$ cat src/rtl/alu_mem_stage.sv
// alu_mem_stage: ALU-to-memory pipeline stage with a two-entry skid buffer.
// Memory lane alignment (byte enables, shifted store data, misalign flag) is
// computed at acceptance and registered with each entry.
//
// Ports:
//   clk, resetN            clock, asynchronous active-low reset
//   flush                  drop held and incoming entries
//   inValid / inReady      upstream handshake (inReady comes from a flop)
//   dataIn                 ALU result / memory address
//   storeDataIn            LSB-justified store data
//   memOpIn, memSizeIn     00 none / 01 load / 10 store / 11 none; size b/h/w/d
//   writeEnableIn, writeBackAddrIn   writeback control
//   outValid / outReady    downstream handshake
//   dataOut .. misalignOut registered, lane-aligned entry fields
module alu_mem_stage #(
    parameter int DATA_W     = 32,
    parameter int REG_ADDR_W = 5
) (
    input  logic                  clk,
    input  logic                  resetN,
    input  logic                  flush,
    input  logic                  inValid,
    output logic                  inReady,
    input  logic [DATA_W-1:0]     dataIn,
    input  logic [DATA_W-1:0]     storeDataIn,
    input  logic [1:0]            memOpIn,
    input  logic [1:0]            memSizeIn,
    input  logic                  writeEnableIn,
    input  logic [REG_ADDR_W-1:0] writeBackAddrIn,
    output logic                  outValid,
    input  logic                  outReady,
    output logic [DATA_W-1:0]     dataOut,
    output logic [DATA_W-1:0]     storeDataOut,
    output logic [DATA_W/8-1:0]   byteEnOut,
    output logic [1:0]            memOpOut,
    output logic [1:0]            memSizeOut,
    output logic                  writeEnableOut,
    output logic [REG_ADDR_W-1:0] writeBackAddrOut,
    output logic                  misalignOut
);

    localparam int BE_W  = DATA_W / 8;
    localparam int OFF_W = $clog2(BE_W);

    typedef struct packed {
        logic [DATA_W-1:0]     data;
        logic [DATA_W-1:0]     sdata;
        logic [BE_W-1:0]       be;
        logic [1:0]            op;
        logic [1:0]            size;
        logic                  we;
        logic [REG_ADDR_W-1:0] wba;
        logic                  mis;
    } entry_t;

    entry_t     in_entry, main_q, skid_q;
    logic       main_valid, skid_valid;
    logic       accept;
    logic [OFF_W-1:0] offset;

    // Alignment of the incoming entry.
    always_comb begin
        logic        is_mem;
        logic        size_mis;
        int unsigned off_u;
        int unsigned nbytes;

        offset = dataIn[OFF_W-1:0];
        off_u  = {{(32-OFF_W){1'b0}}, offset};
        nbytes = 32'd1 << memSizeIn;
        is_mem = (memOpIn == 2'b01) || (memOpIn == 2'b10);

        unique case (memSizeIn)
            2'b00:   size_mis = 1'b0;
            2'b01:   size_mis = offset[0];
            2'b10:   size_mis = |offset[1:0];
            default: size_mis = (DATA_W == 32) ? 1'b1 : |offset;
        endcase

        in_entry      = '0;
        in_entry.data = dataIn;
        in_entry.size = memSizeIn;
        in_entry.wba  = writeBackAddrIn;
        in_entry.mis  = is_mem && size_mis;
        in_entry.we   = writeEnableIn && !in_entry.mis;

        if (is_mem && !size_mis) begin
            in_entry.op = memOpIn;
            for (int unsigned i = 0; i < BE_W; i++)
                in_entry.be[i] = (i >= off_u) && (i < off_u + nbytes);
            if (memOpIn == 2'b10)
                in_entry.sdata = storeDataIn << {offset, 3'b000};
        end
    end

    assign inReady = !skid_valid;
    assign accept  = inValid && inReady;

    always_ff @(posedge clk or negedge resetN) begin
        if (!resetN) begin
            main_valid <= 1'b0;
            skid_valid <= 1'b0;
            main_q     <= '0;
            skid_q     <= '0;
        end else if (flush) begin
            main_valid <= 1'b0;
            skid_valid <= 1'b0;
        end else if (skid_valid) begin
            // inReady is low here, so only the skid->main move can happen.
            if (outReady) begin
                main_q     <= skid_q;
                main_valid <= 1'b1;
                skid_valid <= 1'b0;
            end
        end else if (accept) begin
            if (!main_valid || outReady) begin
                main_q     <= in_entry;
                main_valid <= 1'b1;
            end else begin
                skid_q     <= in_entry;
                skid_valid <= 1'b1;
            end
        end else if (outReady) begin
            main_valid <= 1'b0;
        end
    end

    assign outValid         = main_valid;
    assign dataOut          = main_q.data;
    assign storeDataOut     = main_q.sdata;
    assign byteEnOut        = main_q.be;
    assign memOpOut         = main_q.op;
    assign memSizeOut       = main_q.size;
    assign writeEnableOut   = main_q.we;
    assign writeBackAddrOut = main_q.wba;
    assign misalignOut      = main_q.mis;

endmodule

$ cat config.mk
export PLATFORM = sky130hd
export DESIGN_NAME = alu_mem_stage
export DESIGN_NICKNAME = d
export VERILOG_FILES = /design/src/rtl/alu_mem_stage.sv
export SDC_FILE = /design/constraint.sdc
export NUM_CORES = 1
export LEC_CHECK = 0
export ABC_AREA = 1
export CAP_MARGIN = 10
export CORE_UTILIZATION = 40
export CTS_BUF_LIST = sky130_fd_sc_hd__clkbuf_4
export CTS_CLUSTER_SIZE = 40
export DETAILED_ROUTE_END_ITERATION = 16
export PLACE_DENSITY = 0.69
export SLEW_MARGIN = 40
export SYNTH_ARGS = -nofsm -noshare
export SYNTH_HDL_FRONTEND = slang
export SYNTH_SLANG_ARGS = --single-unit
$ cat constraint.sdc
create_clock -name clk -period 1.2 [get_ports clk]
set_input_delay 0.24 -clock clk [delete_from_list [all_inputs] [get_ports clk]]
set_output_delay 0.24 -clock clk [all_outputs]
set_load 0.01 [all_outputs]
### Word-level counts from Yosys, hierarchy flattened

Index checks and enable logic that the tools add are counted.

| cells by class | value |
|---|---|
| order comparisons | 7 |
| multiplexer cells | 18 |
| bitwise operators | 3 |
| reduce and logical (&&, ||, !) cells | 21 |
| shift-type cells | 2 |
| equality and inequality tests | 7 |
| $add $sub $neg | 1 |

Operators with widths:

| kind | number |
|---|---|
| $mux W79 | 4 |
| $lt A1 B32 Y1 const A | 2 |
| $lt A2 B32 Y1 const A | 2 |
| $mux W38 | 1 |
| $add A2 B32 Y32 | 1 |
| $mux W32 | 1 |
| $shl A1 B2 Y32 const A | 1 |
| $shl A32 B5 Y32 | 1 |
| $mux W1 | 11 |
| $reduce_and A4 Y1 | 2 |
| $logic_and A1 B1 Y1 | 7 |
| $eq A2 B1 Y1 const B | 2 |
| $eq A2 B2 Y1 const B | 2 |
| $ge A1 B2 Y1 const A | 2 |
| $logic_not A1 Y1 | 4 |
| $ne A4 B3 Y1 const B | 1 |
| $reduce_bool A2 Y1 | 2 |
| $ne A3 B3 Y1 const B | 1 |
| $not A1 Y1 | 3 |
| $pmux W1 S3 | 1 |
| $reduce_and A3 Y1 | 1 |
| $reduce_bool A3 Y1 | 1 |
| $ge A2 B2 Y1 const A | 1 |
| $logic_not A2 Y1 | 1 |
| other kinds (3) | 4 |

| storage, ports and cells | value |
|---|---|
| bits of input ports | 79 |
| bits in registers | 160 |
| output and inout bits | 81 |

### Longest topological paths before layout

Gate-level depths: netlist (run 1).

| logic depth | value |
|---|---|
| depth after elaboration | 8 |
| gate-level depth with buffers | 12 |
| mapped depth without buffers | 11 |

### Worst setup path before layout (run 1)

Ideal clock, no wire load.

| timing | value |
|---|---|
| path type | input to register |
| from | input port memSizeIn[1] |
| to | register main_q (netlist bit byteEnOut[1]) |
| stages on the path | 12 |
| setup slack | -0.342 ns |
| data arrival time | 1.426 ns |
| required time | 1.084 ns |
| cell sequence | buf_4 nor2_1 ha_1 fa_1 inv_1 nand2_1 nand2_1 nand3_1 nand3_1 nand2_1 nand2_1 nand2_1 |

| between the ends | value |
|---|---|
| longest elaborated chain between the ends | 8 |
| elaborated cells on any way between the ends | 14 |
| classes of those cells | add/sub: 1; order compare: 1; eq/ne: 2; shift: 1; mux: 5; reduce/logical: 4 |

RTL lines:

| item | line | RTL |
|---|---|---|
| from (decl) | 27 | `input logic [1:0] memSizeIn,` |
| $shl A1 B2 Y32, or another cell as far along | 70 | `nbytes = 32'd1 << memSizeIn;` |
| $add A2 B32 Y32 or $pmux W1 S3 (tied branches) | 90, 73 |  |
| $lt A1 B32 Y1 or $logic_not A1 Y1 (tied branches) | 90, 87 |  |
| $logic_and A1 B1 Y1 (on tied branches) | 90, 87 |  |
| $mux W38 (*) | 87 | `if (is_mem && !size_mis) begin` |
| $mux W79 (*) | 116 | `if (!main_valid \|\| outReady) begin` |
| $mux W79 (*) | 115 | `end else if (accept) begin` |
| $mux W79 (*) | 108 | `end else if (skid_valid) begin` |
| to (signal assigned) | 111 | `main_q <= skid_q;` |
| to (signal assigned) | 117 | `main_q <= in_entry;` |
| to (decl) | 56 | `entry_t in_entry, main_q, skid_q;` |

Every way passes the cells marked *; elsewhere a longest branch is shown, timed or not. The select of a mux whose other input is x is not followed.
A chain may end at the register's enable or synchronous reset.

### Worst setup path after layout (run 1)

| timing | value |
|---|---|
| from | register skid_valid |
| to | register main_q (netlist bit storeDataOut[19]) |

| between the ends | value |
|---|---|
| longest elaborated chain between the ends | 4 |
| elaborated cells on any way between the ends | 7 |
| classes of those cells | eq/ne: 1; mux: 1; reduce/logical: 5 |

RTL lines:

| item | line | RTL |
|---|---|---|
| from (decl) | 57 | `logic main_valid, skid_valid;` |
| from (signal assigned) | 102 | `skid_valid <= 1'b0;` |
| from (signal assigned) | 107 | `skid_valid <= 1'b0;` |
| from (signal assigned) | 113 | `skid_valid <= 1'b0;` |
| $logic_not A1 Y1 | 96 | `assign inReady = !skid_valid;` |
| $logic_and A1 B1 Y1 | 97 | `assign accept = inValid && inReady;` |
| $reduce_bool A2 Y1 (no line) | -- |  |
| $reduce_and A4 Y1 (no line) | -- |  |

Several ways; a longest one is shown, not always the timed one.

==> results.ini, run 1 <==
[die]
die_w_um = 140
start_util = 0.408
core-area_um2 = 18700
row_count = 50
die_y_um = 140
ios = 160
die_area_um2 = 19700

[timing]
rsz0062_at_grt = true
slew_headroom = 0.734
finalMaxSlewViolations = 0
fin_crit_sh = 1.28
skew_ns = 0.0198
setup_violations = 241
fin_ws_ns = -0.341
hold_slack_ns = 0.146
worstMarginPinSlew_ns = 0.398
finalHoldViolCount = 0
layout_min_cycle_time_ns = 1.54
fmax_ghz = 0.649

[yosys]
muxShareOfSynthArea = 0
synth_top_family_by_area = simple AND/OR/NAND/NOR gates
syn_inst = 977
synth_cell_types = 32
synth.top_cells.by_area = dfrtp_1 (52%), nand2_1 (20%), nor2_1 (5.1%), nand3_1 (4.8%), a31oi_1 (3.2%)
synth_top_area_frac = 0.524
synth-xor-area-share = 0
syn_area_per_cell_um2 = 7.82
synthSimpleGateAreaFrac = 0.320
synth_compound_area_frac = 0.0924
ys_seq_elements = 160
yosysWarnings = 0
synth_top_area_cell = dfrtp_1
seq_area_frac_synth = 0.524
netlist_area_um2 = 7640
synth_fa_ha_area_frac = 0.00753
synthesis.nets = 1060

[outcome]
status = complete, but fails checks
violations = setup timing

[placement]
dp.final_hpwl_um = 14900
portBuffers = 159
routabilityCongestion = 0.891

[global_route]
met1_usage = 0.302
grt_busiest_layer = met2
grt_max_degree = 43
antenna_found_initial = 0
grt.met2_usage = 0.367
grtUsageMet3 = 0.0414
grt_overflow_total = 0
grt_pass1_vias = 7001
grt_pass1_wl_um = 35400
grt_use_total = 0.230

[clock_network]
cts_num_sinks = 160
clkLatencyLatePin_ns = 0.56
clk_pin_slew_ns = 0.14
cts_tree = yes
cts_made_buffers = 17
cts_buffer_depth = 2
ctsHtreeMaxLevel = 4
cts_root_buf = clkbuf_4

[routing]
firstDrtPassIters = 5
vias = 7631
wl_um = 23400
ant_nets = 0
drc_errors = 0
wire_per_inst_um = 15.8
first_iter_violations = 550
viasPerCell = 5.15

[critical_path]
regToRegEndpoint = storeDataOut[19]
end_kind = register
startpoint_type = register
crit_type = reg -> reg
reg2reg_from = skid_valid
r2r_cells = 8
cp.arrival_ns = 2.04
cp_max_fo = 14
r2r_setup_slack_ns = -0.34
crit_required_ns = 1.70

[pwr]
ir_worst_vdd_mv = 0.517
cellPowerDensity_nw_per_um2 = 1200
p_leak_nw = 5.63
power_mw = 13.5

[final_layout]
drive_gt1_frac = 0.271
nNetsFinal = 1320
area_growth_pct = 47.2
n_fill_cell = 1643
antenna_cells = 0

[hold_path]
hp-class = in -> async

[run]
maxCapViolCount = 0

-- worst max path at each step --
stage	slack, ns	to	from	cells past startpoint
finish	-0.34	storeDataOut[19]	skid_valid	8
global route	-0.42	storeDataOut[19]	skid_valid	8
CTS	-0.30	inReady	skid_valid	2
detailed placement	-0.87	byteEnOut[2]	memSizeIn[1]	12
global placement	-0.83	byteEnOut[1]	memSizeIn[0]	10
floorplan	-0.28	byteEnOut[2]	memSizeIn[1]	12
-- repair_timing --
action	in CTS	in global routing
gates cloned	3	9
endpoints found under the hold margin	160	0
buffers inserted	39	30
pin swaps	1	8
setup endpoints to repair	239	241
gates resized for setup	389	57
hold buffers	1	0
-- power by group --
part           switching, mW  total (mW)  internal [mW]
Clock                   1.99        3.21           1.22
Combinational           1.77        3.65           1.88
Sequential             0.464        6.68           6.22
Total                   4.23        13.5           9.32
-- flip-flops by register name, summed over array words and instances, names as in the netlist, 2 cells and up --
signal            cells
byteEnOut             4
memOpOut              2
writeBackAddrOut      5
dataOut              32
skid_q               79
memSizeOut            2
storeDataOut         32
-- cell usage after synthesis --
library cell	instances
o211ai_1	1
buf_1	5
inv_2	1
inv_1	18
inv_4	1
o21ai_1	9
nand3_1	74
dfrtp_1	160
a21oi_2	2
a21oi_1	32
nor2_8	1
buf_6	4
a31oi_1	39
fa_1	1
ha_1	3
clkinv_1	1
nand3_4	1
clkbuf_1	27
o21ai_2	1
buf_4	9
nand3_2	2
nor2_4	2
o21bai_1	1
nand2_1	405
nand3b_1	8
nand2_2	3
clkinv_2	1
nor2_1	103
o31ai_1	8
o21ai_0	31
buf_2	22
nor2_2	1
-- cell usage in the layout (no fill, tap or decap), types with 3 or more instances in the layout --
| cell | count |
|---|---|
| nand2_1 | 384 |
| dfrtp_1 | 157 |
| buf_4 | 99 |
| nor2_1 | 94 |
| clkdlybuf4s50_1 | 74 |
| nand3_1 | 73 |
| buf_2 | 57 |
| a31oi_1 | 37 |
| buf_6 | 35 |
| o21ai_1 | 24 |
| buf_12 | 23 |
| nand2_2 | 18 |
| a21oi_1 | 17 |
| clkbuf_4 | 17 |
| a21oi_2 | 16 |
| inv_1 | 15 |
| o21ai_0 | 15 |
| nand3b_1 | 8 |
| clkbuf_16 | 8 |
| nor2_4 | 6 |
| nand2_4 | 6 |
| nor2_2 | 6 |
| o31ai_2 | 4 |
| o31ai_1 | 4 |
| inv_2 | 3 |
| clkinv_1 | 3 |
| dfrtp_2 | 3 |
| clkinv_4 | 3 |
| clkinv_2 | 3 |
| buf_16 | 3 |
| buf_8 | 3 |
-- cell type report --
| cell class | instances | area (um2) | share of cell area |
|---|---|---|---|
| clock buffer | 17 | 128 | 0.0114 |
| clock inverter | 14 | 141 | 0.0126 |
| inverter | 22 | 115 | 0.0102 |
| multi-input combinational | 728 | 3500 | 0.311 |
| sequential | 160 | 4010 | 0.357 |
| tap | 234 | 293 | 0.0260 |
| timing repair buffer | 308 | 3060 | 0.272 |
-- cells by family after synthesis --
| family | count (synthesis) |
|---|---|
| adders and majority gates | 4 |
| DFF | 160 |
| buffers and inverters | 89 |
| and+or+nand+nor | 600 |
| AOI/OAI and AO/OA | 124 |
-- critical path: stages (launching register included) --
cell     delay, ns
dfrtp_2       0.44
inv_8         0.06
buf_6         0.12
a21oi_4       0.18
nand2_4       0.13
buf_12        0.18
a21oi_1       0.11
o21ai_0       0.13
nand2_1       0.13
-- metrics by stage --
stage	TNS, ns	instances	worst slack (ns)	util	area (um2)
floorplan	-4.78	977	-0.277	-	7950
global placement	-88.71	1370	-0.832	0.538	10100
detailed placement	-92.30	1370	-0.872	0.538	10100
CTS	-51.68	1444	-0.301	0.565	10600
global route	-67.74	1483	-0.415	0.601	11200
finish	-52.25	1483	-0.341	0.601	11200
-- metal layers --
metal  vias to the layer above  share of wire
met4                         0          0.032
met5                         -              0
met2                       308           0.48
met1                      3594           0.43
met3                        58          0.064
li1                       3671              -
(Power assumes the default switching activity.)
==> run 2, diff against run 1 <==
--- a/config.mk
+++ b/config.mk
@@ -8,9 +8,9 @@
 export ABC_AREA = 1
 export CAP_MARGIN = 10
-export CORE_UTILIZATION = 40
-export CTS_BUF_LIST = sky130_fd_sc_hd__clkbuf_4
+export CORE_UTILIZATION = 47
+export CTS_BUF_LIST = sky130_fd_sc_hd__clkbuf_4 sky130_fd_sc_hd__clkbuf_8 sky130_fd_sc_hd__clkbuf_16
 export CTS_CLUSTER_SIZE = 40
 export DETAILED_ROUTE_END_ITERATION = 16
-export PLACE_DENSITY = 0.69
+export PLACE_DENSITY = 0.78
 export SLEW_MARGIN = 40
 export SYNTH_ARGS = -nofsm -noshare
==> constraint.sdc (replaced) <==
create_clock -name clk -period 1.2 [get_ports clk]
set_input_delay 0.3 -clock clk [delete_from_list [all_inputs] [get_ports clk]]
set_output_delay 0.3 -clock clk [all_outputs]
set_load 0.01 [all_outputs]
==> run 2 against run 1 <==
The flow still finishes with violations (setup timing). Sequential share of layout area shrank 2.6 points. Highest routed layer unchanged. Setup slack lost 0.037 ns. Hold slack gained 0.13 ns. Core utilization grew 16 points. Critical path type unchanged. Design area grew 7.8%. Clock skew shrank 0.0080 ns. Register-to-register slack lost 0.04 ns. Total power grew 19%.
==> results.ini, run 2 (synthesis results as in run 1) <==
[outcome]
status = complete, but fails checks  ; unchanged
violations = setup timing  ; unchanged

[timing]
fmax_ghz = 0.634  ; was 0.649 GHz
slew_headroom = 0.688  ; was 0.734
rsz0062_at_grt = true  ; unchanged
worstMarginPinSlew_ns = 0.467  ; was 0.398 ns
skew_ns = 0.0118  ; was 0.0198 ns
setup_violations = 241  ; unchanged
finalMaxSlewViolations = 0  ; unchanged
finalSetupTns_ns = -49.08  ; was -52.25 ns
fin_ws_ns = -0.378  ; was -0.341 ns
fin_crit_sh = 1.32  ; was 1.28
finalHoldViolCount = 0  ; unchanged
layout_min_cycle_time_ns = 1.58  ; was 1.54 ns

[routing]
vias = 8239  ; was 7631
wire_per_inst_um = 18.7  ; was 15.8 um
first_iter_violations = 768  ; was 550
viasPerCell = 5.60  ; was 5.15
wl_um = 27500  ; was 23400 um
firstDrtPassIters = 7  ; was 5
drc_errors = 0  ; unchanged
ant_nets = 0  ; unchanged

[hold_path]
hp-class = in -> async  ; unchanged

[global_route]
grt_pass1_vias = 7399  ; was 7001
grt_use_total = 0.285  ; was 0.230
grt_max_degree = 50  ; was 43
antenna_found_initial = 0  ; unchanged
grt_pass1_wl_um = 36600  ; was 35400 um
grt_overflow_total = 0  ; unchanged

[critical_path]
r2r_setup_slack_ns = -0.38  ; was -0.34 ns
cp.arrival_ns = 1.90  ; was 2.04 ns
end_kind = register  ; unchanged
startpoint_type = register  ; unchanged
crit_required_ns = 1.52  ; was 1.70 ns
r2r_cells = 8  ; unchanged
startpoint = skid_valid  ; unchanged
cp_max_fo = 15  ; was 14
reg2reg_from = skid_valid  ; unchanged
crit_type = reg -> reg  ; unchanged

[clock_network]
cts_tree = yes  ; unchanged
cts_num_sinks = 160  ; unchanged
cts_made_buffers = 17  ; unchanged
cts_root_buf = clkbuf_16  ; was clkbuf_4
clkLatencyLatePin_ns = 0.44  ; was 0.56 ns
clk_pin_slew_ns = 0.07  ; was 0.14 ns
ctsHtreeMaxLevel = 4  ; unchanged
cts_buffer_depth = 2  ; unchanged

[pwr]
power_mw = 16.1  ; was 13.5 mW
ir_worst_vdd_mv = 1.19  ; was 0.517 mV
p_leak_nw = 6.02  ; was 5.63 nW
cellPowerDensity_nw_per_um2 = 1330  ; was 1200 nW/um2

[final_layout]
antenna_cells = 0  ; unchanged
nNetsFinal = 1324  ; was 1320
n_fill_cell = 1040  ; was 1643
largest_reg_flops = 79  ; unchanged
layout_common_cells = nand2_1 (321), dfrtp_1 (158), buf_4 (93)  ; was nand2_1 (384), dfrtp_1 (157), buf_4 (99)
post-route-util = 0.763  ; was 0.601
drive_gt1_frac = 0.357  ; was 0.271
area_growth_pct = 58.7  ; was 47.2%
layout_commonest_cell = nand2_1  ; unchanged
max_flop_register = skid_q  ; unchanged

[die]
row_count = 46  ; was 50
die_y_um = 129  ; was 140 um
start_util = 0.481  ; was 0.408
core-area_um2 = 15900  ; was 18700 um2
die_area_um2 = 16800  ; was 19700 um2
ios = 160  ; unchanged
die_w_um = 129  ; was 140 um

[run]
maxCapViolCount = 0  ; unchanged

[placement]
dp.final_hpwl_um = 14300  ; was 14900 um
routabilityCongestion = 0.925  ; was 0.891
portBuffers = 159  ; unchanged

==> run 2: final timing paths <==
path	end
setup / recovery	skid_q[55]
hold / removal	skid_q[47]
setup reg to reg	skid_q[55]
hold reg to reg	skid_q[76]
max in group asynchronous	skid_q[9]
min in group clk	memSizeOut[0]
==> run 2: repair_timing <==
item,CTS,global route
hold endpoints to repair,93,0
gates cloned,9,15
gates resized for setup,442,175
setup buffers,38,33
endpoints found under the setup margin,239,240
pin swaps,18,51
hold buffers,1,0
==> run 2: area by class of cell <==
type / instances / area [um2] / area share
clock buffers: 19 / 447 / 0.0368
clock inverters: 13 / 129 / 0.0106
flip-flops and latches: 160 / 4010 / 0.331
multi-input cells: 728 / 3920 / 0.324
inverters: 22 / 118 / 0.00970
well taps: 216 / 270 / 0.0223
repair buffers: 312 / 3230 / 0.266
==> run 2: per-stage QoR <==
| stage | hold WS (ns) | instance area (um2) | worst slack (ns) | instances |
|---|---|---|---|---|
| 2_1_floorplan | 0.00441 | 7900 | -0.337 | 977 |
| 3_3_place_gp | 0.160 | 9880 | -0.921 | 1345 |
| 3_5_place_dp | 0.161 | 9880 | -0.955 | 1345 |
| 4_1_cts | 0.285 | 11000 | -0.272 | 1425 |
| 5_1_grt | 0.281 | 12100 | -0.534 | 1470 |
| 6_report | 0.275 | 12100 | -0.378 | 1470 |
==> run 2: critical path, cell delays in order (launching register included) <==
cell	delay, ns
dfrtp_2	0.46
buf_6	0.15
nor2_4	0.11
nand3_4	0.10
buf_12	0.16
buf_4	0.14
clkbuf_16	0.17
nand2_1	0.10
nand2_1	0.07
==> run 2: routing by layer <==
layer / up-vias / GRT usage / share of wire
met2: 503 / 0.471 / 0.49
met1: 3924 / 0.356 / 0.38
li1: 3683 / - / -
met4: 0 / 0.155 / 0.053
met3: 129 / 0.0545 / 0.078
met5: - / 0 / 0
==> run 2: report_power, final <==
part	switching, mW	total [mW]	internal, mW
Combinational	2.00	3.93	1.93
Sequential	0.533	6.76	6.23
Clock	2.41	5.38	2.97
==> variant: new RTL, settings of run 1 <==
Set the parameter `REG_ADDR_W` to 4 (it was 5).
--- a/src/rtl/alu_mem_stage.sv
+++ b/src/rtl/alu_mem_stage.sv
@@ -15,5 +15,5 @@
 module alu_mem_stage #(
     parameter int DATA_W     = 32,
-    parameter int REG_ADDR_W = 5
+    parameter int REG_ADDR_W = 4
 ) (
     input  logic                  clk,
Interface: changed (resized writeBackAddrIn and writeBackAddrOut); port bits go from 160 to 158. No check against the original RTL was run, so the function may have changed too.
==> variant against run 1 <==
- the run still ends with setup timing left
- wire length is 15% higher
- sequential cell count decreased by 2
- synthesized area is 1.2% lower
- worst setup slack improved by 0.0048 ns
- final area is 9.0% higher
- count of clock-buffer cells in the layout did not move
- die area decreased by 1.2%
- hold slack worse by 0.073 ns
- power up 3.9%
==> variant: results (changes against run 1) <==
{
  "grt": {
    "global_route.usage.met3": {"value": 0.0506, "change": "+0.00922"},
    "groute.layer.met1.usage": {"value": 0.353, "change": "+0.0505"},
    "grt_usage": {"value": 0.264, "change": "+0.0341"},
    "grt_first_pass_wirelength": {"value": 39.6, "unit": "mm", "change": "+12%"},
    "grt_antenna_before_repair": {"value": 1, "change": "+1"},
    "first_global_vias": {"value": 7373, "change": "+5.3%"}
  },
  "synth": {
    "synth_top_cells_by_count": "nand2_1 (402), dfrtp_1 (158), nor2_1 (101), nand3_1 (74), a31oi_1 (38)",
    "yosysSeqAreaShare": {"value": 0.524, "change": "about the same"},
    "synth_fp_nets": {"value": 1051, "change": "-0.85%"},
    "number_of_distinct_standard_cells_referenced_by_the_synthesized_netlist": {"value": 30, "change": "-6.3%"}
  },
  "cells_and_area": {
    "largest_register_ffs": {"value": 78, "change": "-1.3%"},
    "count_of_nets_after_finishing": {"value": 1333, "change": "+0.98%"},
    "num-fill-cells": {"value": 1349, "change": "-18%"}
  },
  "sta": {
    "finish_stage_setup_viols": {"value": 237, "change": "-1.7%"},
    "final_clock_skew": {"value": 0.0190, "unit": "ns", "change": "-0.000809 ns"},
    "timing.setup.tns": {"value": -56.21, "unit": "ns", "change": "-3.95 ns"},
    "worst_slack": {"value": -0.336, "unit": "ns", "change": "+0.00484 ns"},
    "maxSlewHeadroom": {"value": 0.762, "change": "+0.0275"},
    "finalHoldWorstSlack": {"value": 0.0734, "unit": "ns", "change": "-0.0730 ns"}
  },
  "critical_path": {
    "count_of_cells_along_the_worst_register_to_register_path": {"value": 7, "change": "-1"},
    "r2r_end": "dataOut[4]",
    "crit_path_max_fanout": {"value": 15, "change": "+1"},
    "worstPathArrival": {"value": 2.01, "unit": "ns", "change": "-0.03 ns"},
    "cell_family_with_most_cp_delay": "buffers and inverters",
    "cp_slowest_stage_delay": {"value": 0.48, "unit": "ns", "change": "+0.04 ns"}
  },
  "pwr": {
    "power_density_cells": {"value": 1150, "unit": "nW/um^2", "change": "-4.6%"},
    "p_leak": {"value": 6.02, "unit": "nW", "change": "+7.0%"},
    "max-vdd-ir-drop": {"value": 634, "unit": "uV", "change": "+23%"}
  },
  "routing": {
    "num_vias": {"value": 7961, "change": "+4.3%"},
    "avgRoutedWirePerCell": {"value": 18.0, "unit": "um", "change": "+14%"},
    "drtIter0Drc": {"value": 677, "change": "+23%"}
  },
  "place": {
    "hpwl": {"value": 14.8, "unit": "mm", "change": "-0.57%"},
    "detailed_place.area": {"value": 9930, "unit": "um^2", "change": "-1.4%"},
    "gp_congestion": {"value": 0.864, "change": "-3.0%"},
    "port_buffer_cells": {"value": 157, "change": "-1.3%"}
  },
  "min_path": {
    "min_path_type": "in2reg"
  },
  "clock_tree": {
    "clk_latency": {"value": 0.61, "unit": "ns", "change": "+0.05 ns"}
  },
  "outcome": {
    "outcome": "complete, but fails checks",
    "failing_checks": "setup timing"
  }
}
variant: cell families (layout without fill, tap and decap cells):
| logic type | after synthesis | after routing | synth area share |
|---|---|---|---|
| simple gates | 595 | 597 | 0.321 |
| other cells | 0 | 1 | 0 |
| compound gates | 123 | 123 | 0.0925 |
| flops | 158 | 158 | 0.524 |
| buf+inv | 89 | 382 | 0.0554 |
| fa+ha+maj | 4 | 4 | 0.00763 |
variant: worst register-to-register path: stages, from the launching register on:
cell	delay, ns
dfrtp_2	0.48
buf_6	0.15
o21ai_4	0.15
nand2_4	0.16
inv_8	0.15
buf_12	0.12
buf_16	0.13
a31oi_1	0.08
variant: worst min path at each step:
stage                       from            end  cells after the start
finish              memSizeIn[0]  memSizeOut[0]                      3
global placement          resetN     dataOut[6]                      1
CTS                       resetN    dataOut[16]                      2
detailed placement        resetN     dataOut[6]                      1
floorplan                 resetN   byteEnOut[0]                      0
global route              resetN     dataOut[5]                      2
variant: repair_timing:
item	in CTS	in global routing
pin swaps	14	33
resized for setup	443	238
endpoints found under the hold margin	158	0
cloned	18	12
setup buffers	50	33
hold buffers	1	0
setup endpoints to repair	236	237
variant: metrics by stage:
step	worst slack, ns	cells
3_3_place_gp	-0.833	1357
4_1_cts	-0.331	1457
2_1_floorplan	-0.279	969
6_report	-0.336	1494
5_1_grt	-0.395	1494
3_5_place_dp	-0.867	1357
variant: power breakdown:
group	internal [mW]	switching [mW]	leakage, nW
combinational	2.14	1.99	3.90
clock	1.05	2.14	0.130
sequential	6.14	0.619	1.99
total	9.33	4.75	6.02
variant: final cells by class:
class                   instances  share of cell area
clock inverters                15              0.0112
repair inverters                2             0.00204
diodes                          1            0.000204
flip-flops and latches        158               0.323
clock buffers                  17              0.0104
inverters                      23             0.00940
well taps                     229              0.0234
multi-input cells             724               0.338
repair buffers                325               0.282
variant: metal layers:
metal / vias up / wire, um / part of all wire
met1: 3806 / 11100 / 0.41
met3: 77 / 2130 / 0.079
li1: 3715 / - / -
met4: 0 / 907 / 0.034
met2: 363 / 12800 / 0.48
met5: - / 0 / 0
